==> config.mk <==
export PLATFORM = sky130hd
export DESIGN_NAME = state_log_sequencer
export DESIGN_NICKNAME = d
export VERILOG_FILES = /design/src/rtl/state_log_sequencer.sv
export SDC_FILE = /design/constraint.sdc
export NUM_CORES = 1
export LEC_CHECK = 0
export ABC_AREA = 1
export CAP_MARGIN = 40
export CORE_MARGIN = 2
export CORE_UTILIZATION = 55
export CTS_CLUSTER_DIAMETER = 40
export DETAILED_ROUTE_END_ITERATION = 6
export PLACE_DENSITY = 0.85
export SLEW_MARGIN = 20
export SYNTH_ARGS = -nofsm -noshare
export SYNTH_HDL_FRONTEND = slang
export SYNTH_SLANG_ARGS = --single-unit
==> constraint.sdc <==
create_clock -name iClk -period 3.2 [get_ports iClk]
set_clock_uncertainty 0.05 [all_clocks]
set_input_delay 0.32 -clock iClk [delete_from_list [all_inputs] [get_ports iClk]]
set_output_delay 0.32 -clock iClk [all_outputs]
set_load 0.005 [all_outputs]
==> src/rtl/state_log_sequencer.sv <==
// Arm/capture/freeze sequencer for a bank of single-reference state loggers.
// Define STATE_LOG_SECOND_FAULT_EN to also latch the first new channel seen during HOLD.
module state_log_sequencer #(
    parameter int CHANNELS = 4,
    parameter int TS_BITS  = 16,
    parameter int ARM_DLY  = 8,
    parameter int HOLD_CYC = 4
) (
    input  logic                iClk,
    input  logic                iRst_n,
    input  logic                iArm,
    input  logic                iClrReq,
    input  logic [CHANNELS-1:0] iChange,
    output logic                oClear_n,
    output logic                oEnable,
    output logic [CHANNELS-1:0] oFirstCh,
    output logic [TS_BITS-1:0]  oTimestamp,
    output logic                oFrozen,
    output logic                oClrAck,
    output logic [2:0]          oState,
    output logic [CHANNELS-1:0] oSecondCh,
    output logic [TS_BITS-1:0]  oSecondTs
);
    typedef enum logic [2:0] {
        IDLE   = 3'd0,
        CLEAR  = 3'd1,
        SETTLE = 3'd2,
        ARMED  = 3'd3,
        HOLD   = 3'd4,
        FROZEN = 3'd5
    } state_t;

    // One counter serves both the SETTLE delay and the HOLD window.
    localparam int CNT_MAX = (ARM_DLY > HOLD_CYC) ? ARM_DLY : HOLD_CYC;
    localparam int CW      = (CNT_MAX > 1) ? $clog2(CNT_MAX) : 1;
    localparam logic [CW-1:0] ARM_LAST  = CW'(ARM_DLY - 1);
    localparam logic [CW-1:0] HOLD_LAST = CW'((HOLD_CYC > 0) ? HOLD_CYC - 1 : 0);
    localparam logic [TS_BITS-1:0] TS_MAX = '1;

    state_t              state_q, state_d;
    logic [CW-1:0]       cnt_q, cnt_d;
    logic [TS_BITS-1:0]  ts_q, ts_d, ts_inc;
    logic [CHANNELS-1:0] first_q, first_d;
    logic [TS_BITS-1:0]  fts_q, fts_d;
    logic                ack_q, ack_d;
    logic                clear_n_q, clear_n_d;
    logic                en_q, en_d;
    logic                frozen_q, frozen_d;
    logic                clr_ok;

    always_comb begin
        state_d = state_q;
        cnt_d   = cnt_q;
        ts_d    = ts_q;
        first_d = first_q;
        fts_d   = fts_q;
        ack_d   = 1'b0;
        ts_inc  = (ts_q == TS_MAX) ? ts_q : ts_q + 1'b1;
        clr_ok  = iClrReq && (state_q == SETTLE || state_q == ARMED ||
                              state_q == HOLD   || state_q == FROZEN);
        if (clr_ok) begin
            ack_d   = 1'b1;
            state_d = CLEAR;
        end else begin
            case (state_q)
                IDLE: begin
                    if (iClrReq)   ack_d   = 1'b1;
                    else if (iArm) state_d = CLEAR;
                end
                CLEAR: begin
                    state_d = SETTLE;
                    cnt_d   = '0;
                end
                SETTLE: begin
                    if (!iArm)                  state_d = IDLE;
                    else if (cnt_q == ARM_LAST) state_d = ARMED;
                    else                        cnt_d   = cnt_q + 1'b1;
                end
                ARMED: begin
                    ts_d = ts_inc;
                    // A capture wins over a dropped arm in the same cycle.
                    if (|iChange) begin
                        first_d = iChange;
                        fts_d   = ts_q;
                        cnt_d   = '0;
                        state_d = (HOLD_CYC == 0) ? FROZEN : HOLD;
                    end else if (!iArm) begin
                        state_d = IDLE;
                    end
                end
                HOLD: begin
                    ts_d = ts_inc;
                    if (cnt_q == HOLD_LAST) state_d = FROZEN;
                    else                    cnt_d   = cnt_q + 1'b1;
                end
                FROZEN: ;
                default: state_d = IDLE;
            endcase
        end
        if (state_d == CLEAR) begin
            ts_d    = '0;
            first_d = '0;
            fts_d   = '0;
        end
        clear_n_d = !(state_d == IDLE || state_d == CLEAR);
        en_d      = (state_d == ARMED || state_d == HOLD);
        frozen_d  = (state_d == FROZEN);
    end

    always_ff @(posedge iClk or negedge iRst_n) begin
        if (!iRst_n) begin
            state_q   <= IDLE;
            cnt_q     <= '0;
            ts_q      <= '0;
            first_q   <= '0;
            fts_q     <= '0;
            ack_q     <= 1'b0;
            clear_n_q <= 1'b0;
            en_q      <= 1'b0;
            frozen_q  <= 1'b0;
        end else begin
            state_q   <= state_d;
            cnt_q     <= cnt_d;
            ts_q      <= ts_d;
            first_q   <= first_d;
            fts_q     <= fts_d;
            ack_q     <= ack_d;
            clear_n_q <= clear_n_d;
            en_q      <= en_d;
            frozen_q  <= frozen_d;
        end
    end

`ifdef STATE_LOG_SECOND_FAULT_EN
    logic [CHANNELS-1:0] sec_q, sec_d, fresh;
    logic [TS_BITS-1:0]  sts_q, sts_d;

    // Nonzero sec_q doubles as the "already latched" flag.
    always_comb begin
        sec_d = sec_q;
        sts_d = sts_q;
        fresh = iChange & ~first_q;
        if (state_d == CLEAR) begin
            sec_d = '0;
            sts_d = '0;
        end else if (state_q == HOLD && sec_q == '0 && |fresh) begin
            sec_d = fresh;
            sts_d = ts_q;
        end
    end

    always_ff @(posedge iClk or negedge iRst_n) begin
        if (!iRst_n) begin
            sec_q <= '0;
            sts_q <= '0;
        end else begin
            sec_q <= sec_d;
            sts_q <= sts_d;
        end
    end

    assign oSecondCh = sec_q;
    assign oSecondTs = sts_q;
`else
    assign oSecondCh = '0;
    assign oSecondTs = '0;
`endif

    assign oClear_n   = clear_n_q;
    assign oEnable    = en_q;
    assign oFirstCh   = first_q;
    assign oTimestamp = fts_q;
    assign oFrozen    = frozen_q;
    assign oClrAck    = ack_q;
    assign oState     = state_q;
endmodule

# Word-level counts from Yosys, hierarchy flattened
# Cells that the tools add are included.
dict set report word_totals {
  inputBits 8
  word_cells 77
  register_bits 46
}
dict set report op_classes {
  bitwise 1
  n_reduce_logical 18
  muxes 29
  addsub 2
  n_eq_ne 18
}
# op n
set op_table {}
lappend op_table {{$mux 16} 8}
lappend op_table {{$mux 3} 12}
lappend op_table {{$pmux 3 s6} 1}
lappend op_table {{$add 16x1->16 const B} 1}
lappend op_table {{$eq 16x16->1 const B} 1}
lappend op_table {{$mux 4} 4}
lappend op_table {{$eq 3x3->1 const B} 5}
lappend op_table {{$eq 3x2->1 const B} 4}
lappend op_table {{$pmux 3 s4} 1}
lappend op_table {{$eq 3x1->1 const B} 2}
lappend op_table {{$logic_not 3->1} 2}
lappend op_table {{$ne 2x1->1 const B} 3}
lappend op_table {{$ne 2x2->1 const B} 3}
lappend op_table {{$reduce_and 3->1} 2}
lappend op_table {{$reduce_and 6->1} 1}
lappend op_table {{$reduce_bool 2->1} 3}
lappend op_table {{$logic_or 1x1->1} 5}
lappend op_table {{$reduce_bool 4->1} 1}
lappend op_table {{$reduce_or 4->1} 1}
lappend op_table {{$add 3x1->3 const B} 1}
lappend op_table {{$mux 1} 3}
lappend op_table {{$reduce_or 2->1} 1}
lappend op_table {{$logic_and 1x1->1} 1}
lappend op_table {{$logic_not 1->1} 1}
lappend op_table {{$not 1->1} 1}

# Depth between registers and ports, before layout
dict set report logic_depth {
  word_depth 9
  depth_mapped 12
  depth_no_buf 11
}

# Worst setup path before layout
# No wires, ideal clock.
dict set report synth_path {
  kind {register to register}
  start {register cnt_q[0]}
  end {register ts_q[13]}
  required_ps 3081
  path_slack_ps 1518
  t_arrival_ps 1563
  synth_period_minus_slack_ps 1682
  path_buffers 1
  stages_incl_launch_ff 13
  cell_sequence {dfrtp_1 > ha_1 > ha_1 > nand2_1 > inv_1 > nand3_1 > nand2_1 > nor2_1 > nand3_1 > nand3_2 > buf_6 > inv_4 > nor2_2}
}
dict set report synth_between {
  elab_chain_len 8
  elab_cells_between_ends 13
  cone_classes {eq/ne (5); mux (6); reduce/logical (2)}
}
# item line
set synth_lines {}
lappend synth_lines {{start, declared} 41} ;# logic [CW-1:0] cnt_q, cnt_d;
lappend synth_lines {{start signal, assigned} 123} ;# cnt_q <= cnt_d;
lappend synth_lines {{$eq 3x3->1} 76} ;# else if (cnt_q == ARM_LAST) state_d = ARMED;
lappend synth_lines {{$mux 3} 76}
lappend synth_lines {{$mux 3} 75} ;# if (!iArm) state_d = IDLE;
lappend synth_lines {{$pmux 3 s6 (*)} 65} ;# case (state_q)
lappend synth_lines {{$mux 3 (*)} 61} ;# if (clr_ok) begin
lappend synth_lines {{named net state_d[0]} 40} ;# state_t state_q, state_d;
lappend synth_lines {{$eq 3x1->1 (*)} 100} ;# if (state_d == CLEAR) begin
lappend synth_lines {{$ne 2x1->1 (no source line) / $reduce_bool 2->1 (equally long branches)} n/a}
lappend synth_lines {{$reduce_and 3->1 (no source line)} n/a}
lappend synth_lines {{end signal, assigned} 124} ;# ts_q <= ts_d;
lappend synth_lines {{end, declared} 42} ;# logic [TS_BITS-1:0] ts_q, ts_d, ts_inc;
# Mark *: on every way through the listed nets, which the timed path passes. The rest lies on a longest branch.
# A chain may end at the register's enable or synchronous reset.

# Worst setup path in the final report
dict set report layout_path {
  start {register cnt_q[0]}
  end {register ts_q[4]}
}
# Same word-level chain as after synthesis.

==> reports/qor.txt <==
run status = finished, final reports clean
gr usage total = 21.32%
Fillers = 388
vias in the first global route = 2086
Critical Path RT = 3.34 ns
antenna viol nets, final = 0
CP Class = reg -> reg
Synth cell types = 27
vias = 2208
peak per-stage delay on the critical path = 0.52 ns
Final WS setup = 0.8821 ns
Syn. warnings = 0
wire per inst = 11.55 um
CP top delay family = simple AND/OR/NAND/NOR gates
dpl ws = 0.7076 ns
worst hold path type = in -> async
# H-tree levels = 2
period utilization = 72.43%
CP endpoint kind = flip-flop
# rows = 25
Die ar. = 5402 sq um
CP Data Arrival Time = 2.46 ns
CTS tree = yes
area added between synthesis and finish = 15.36%
Pwr per Cell Area = 532.6 nW/um^2
Nets = 410
syn avg cell area = 7.338 sq um
Startpoint Class = flip-flop
Initial Util = 56.61%
post-route minimum period = 2.318 ns
worst-path fanout max = 30
largest area contributor in the netlist = dfrtp_1
mapped cell area = 2656 sq um
Post CTS Setup Buffer Count = 0
CP bufs+invs = 2
Starting DRT DRC Count = 185
first-pass GRT wire length = 8.970 mm
Finish-stage setup viols = 0
number of port buffers = 34
Die Height = 73.50 um
share of layout cells above drive strength 1 = 9.273%
Post-Route WL = 5.234 mm
Ant. Diodes = 0
Worst VDD drop = 232.1 uV
final core utilization = 65.31%
Fin Setup TNS = 0 ns
Rel. slew slack = 57.14%
RSZ-0062 raised after global routing = no
max-slew violations = 0
Clk Latency, worst-skew pair = 0.30 ns
Synth top area share = 43.33%
I/O pin count = 55
register bit total from synthesis = 46
Pre-antenna DRT Iters = 5
Post-Synthesis Cells = 362
CTS sink cnt = 46
pin count of the biggest net entering global routing = 36
Hold Vio Cnt, Final = 0
Worst-path clk slew = 0.09 ns
post-DP HPWL = 3.908 mm
Worst path slowest cell = nand3_2
Max Cap Viol = 0
Longest Clk Path Bufs = 2
Hold Slack = 0.4116 ns
top post-synthesis cells by area = dfrtp_1 (43%), nand2_1 (16%), inv_1 (8.9%)
placer congestion estimate = 0.9133
Slew @ Worst Pin = 0.6422 ns
initial antenna violation count = 0
commonest cells after routing, fill and taps aside = nand2_1 (113), inv_1 (63), dfrtp_1 (46)
grt total ovfl = 0
worst-path cell chain = ha_1 -> ha_1 -> nand2_1 -> inv_1 -> nand3_1 -> nand2_1 -> nor2_1 -> nand3_1 -> nand3_2 -> inv_4 -> nor2_2
TritonCTS Buffers = 5
CORE AREA = 4692 sq um
CTS root buf = clkbuf_8
die width = 73.50 um
drt drc = 0
Via density = 4.874
post-synthesis sequential area ratio = 43.33%
Fmax = 0.4314 GHz
Static Leak = 1.719 nW
commonest non-fill, non-tap cell in the layout = nand2_1
-- metal layers --
metal | routed length (um) | share of wire, % | GRT usage, %
met2 | 2547 | 49 | 34.72
met3 | 302 | 5.8 | 4.115
met4 | 28 | 0.53 | 8.283
met5 | 0 | 0 | 0
met1 | 2354 | 45 | 28.03
-- flip-flops by register name, indices dropped and copies added (netlist names) --
signal	count
oClear_n	1
oEnable	1
cnt_q	3
oState	3
ts_q	16
oTimestamp	16
oFirstCh	4
oFrozen	1
oClrAck	1
-- stage by stage --
stage | std cells | power, mW | cell area (sq um)
global route | 453 | 1.748 | 3064
finish | 453 | 1.632 | 3064
detailed placement | 444 | 1.279 | 2963
global placement | 443 | 1.260 | 2943
floorplan | 381 | 1.106 | 2728
CTS | 453 | 1.648 | 3064
-- repair_timing --
item                      4_1_cts  5_1_grt
gates resized for setup         0        0
hold endpoints to repair       16        0
hold buffers                    1        0
-- logic make-up after synthesis --
kind of cell | after synthesis | share of synthesized area (%)
compound gates | 29 | 6.077
fa+ha+maj | 4 | 1.884
buf+inv | 95 | 17.05
flops | 46 | 43.33
mux | 5 | 2.119
other cells | 1 | 0.1412
simple gates | 182 | 29.39
-- power breakdown --
group | switching, mW | internal [mW] | leakage, nW
Combinational | 0.330 | 0.221 | 1.04
Clock | 0.192 | 0.174 | 0.0482
Sequential | 0.0597 | 0.654 | 0.633
Total | 0.582 | 1.05 | 1.72
-- final timing paths --
kind	startpoint	endpoint	slack (ns)	cells after the start
worst max-delay path	cnt_q[0]$_DFFE_PN0P_	ts_q[4]$_DFFE_PN0P_	0.88	11
worst min-delay path	iRst_n	oTimestamp[15]$_DFFE_PN0P_	0.41	2
worst max register to register	cnt_q[0]$_DFFE_PN0P_	ts_q[4]$_DFFE_PN0P_	0.88	11
worst min register to register	cnt_q[1]$_DFFE_PN0P_	cnt_q[1]$_DFFE_PN0P_	0.48	2
max in group asynchronous	iRst_n	oFirstCh[1]$_DFFE_PN0P_	2.19	3
min in group iClk	cnt_q[1]$_DFFE_PN0P_	cnt_q[1]$_DFFE_PN0P_	0.48	2
-- cell type report --
cell class	count	area, sq um	area share, %
tap	54	67.56	2.205
clock inverter	1	5.005	0.1633
timing repair buffer	37	372.9	12.17
sequential	46	1151	37.57
multi-input combinational	240	1124	36.67
inverter	68	257.7	8.412
clock buffer	7	86.33	2.817
-- synth_stat cells --
master	n
nand2_1	113
inv_1	63
dfrtp_1	46
nor2_1	29
o21ai_0	25
buf_4	23
nand3_1	15
nor2_2	8
nand4_1	6
mux2_2	5
ha_1	4
inv_2	4
clkbuf_1	3
nor3_1	3
nand2_2	2
or2_2	2
a21oi_1	1
a21oi_4	1
buf_6	1
conb_1	1
inv_4	1
nand2_4	1
nand3_2	1
nand4_2	1
nor2_4	1
o211ai_1	1
o21a_1	1
No activity file was read; power rests on OpenSTA's default activity.
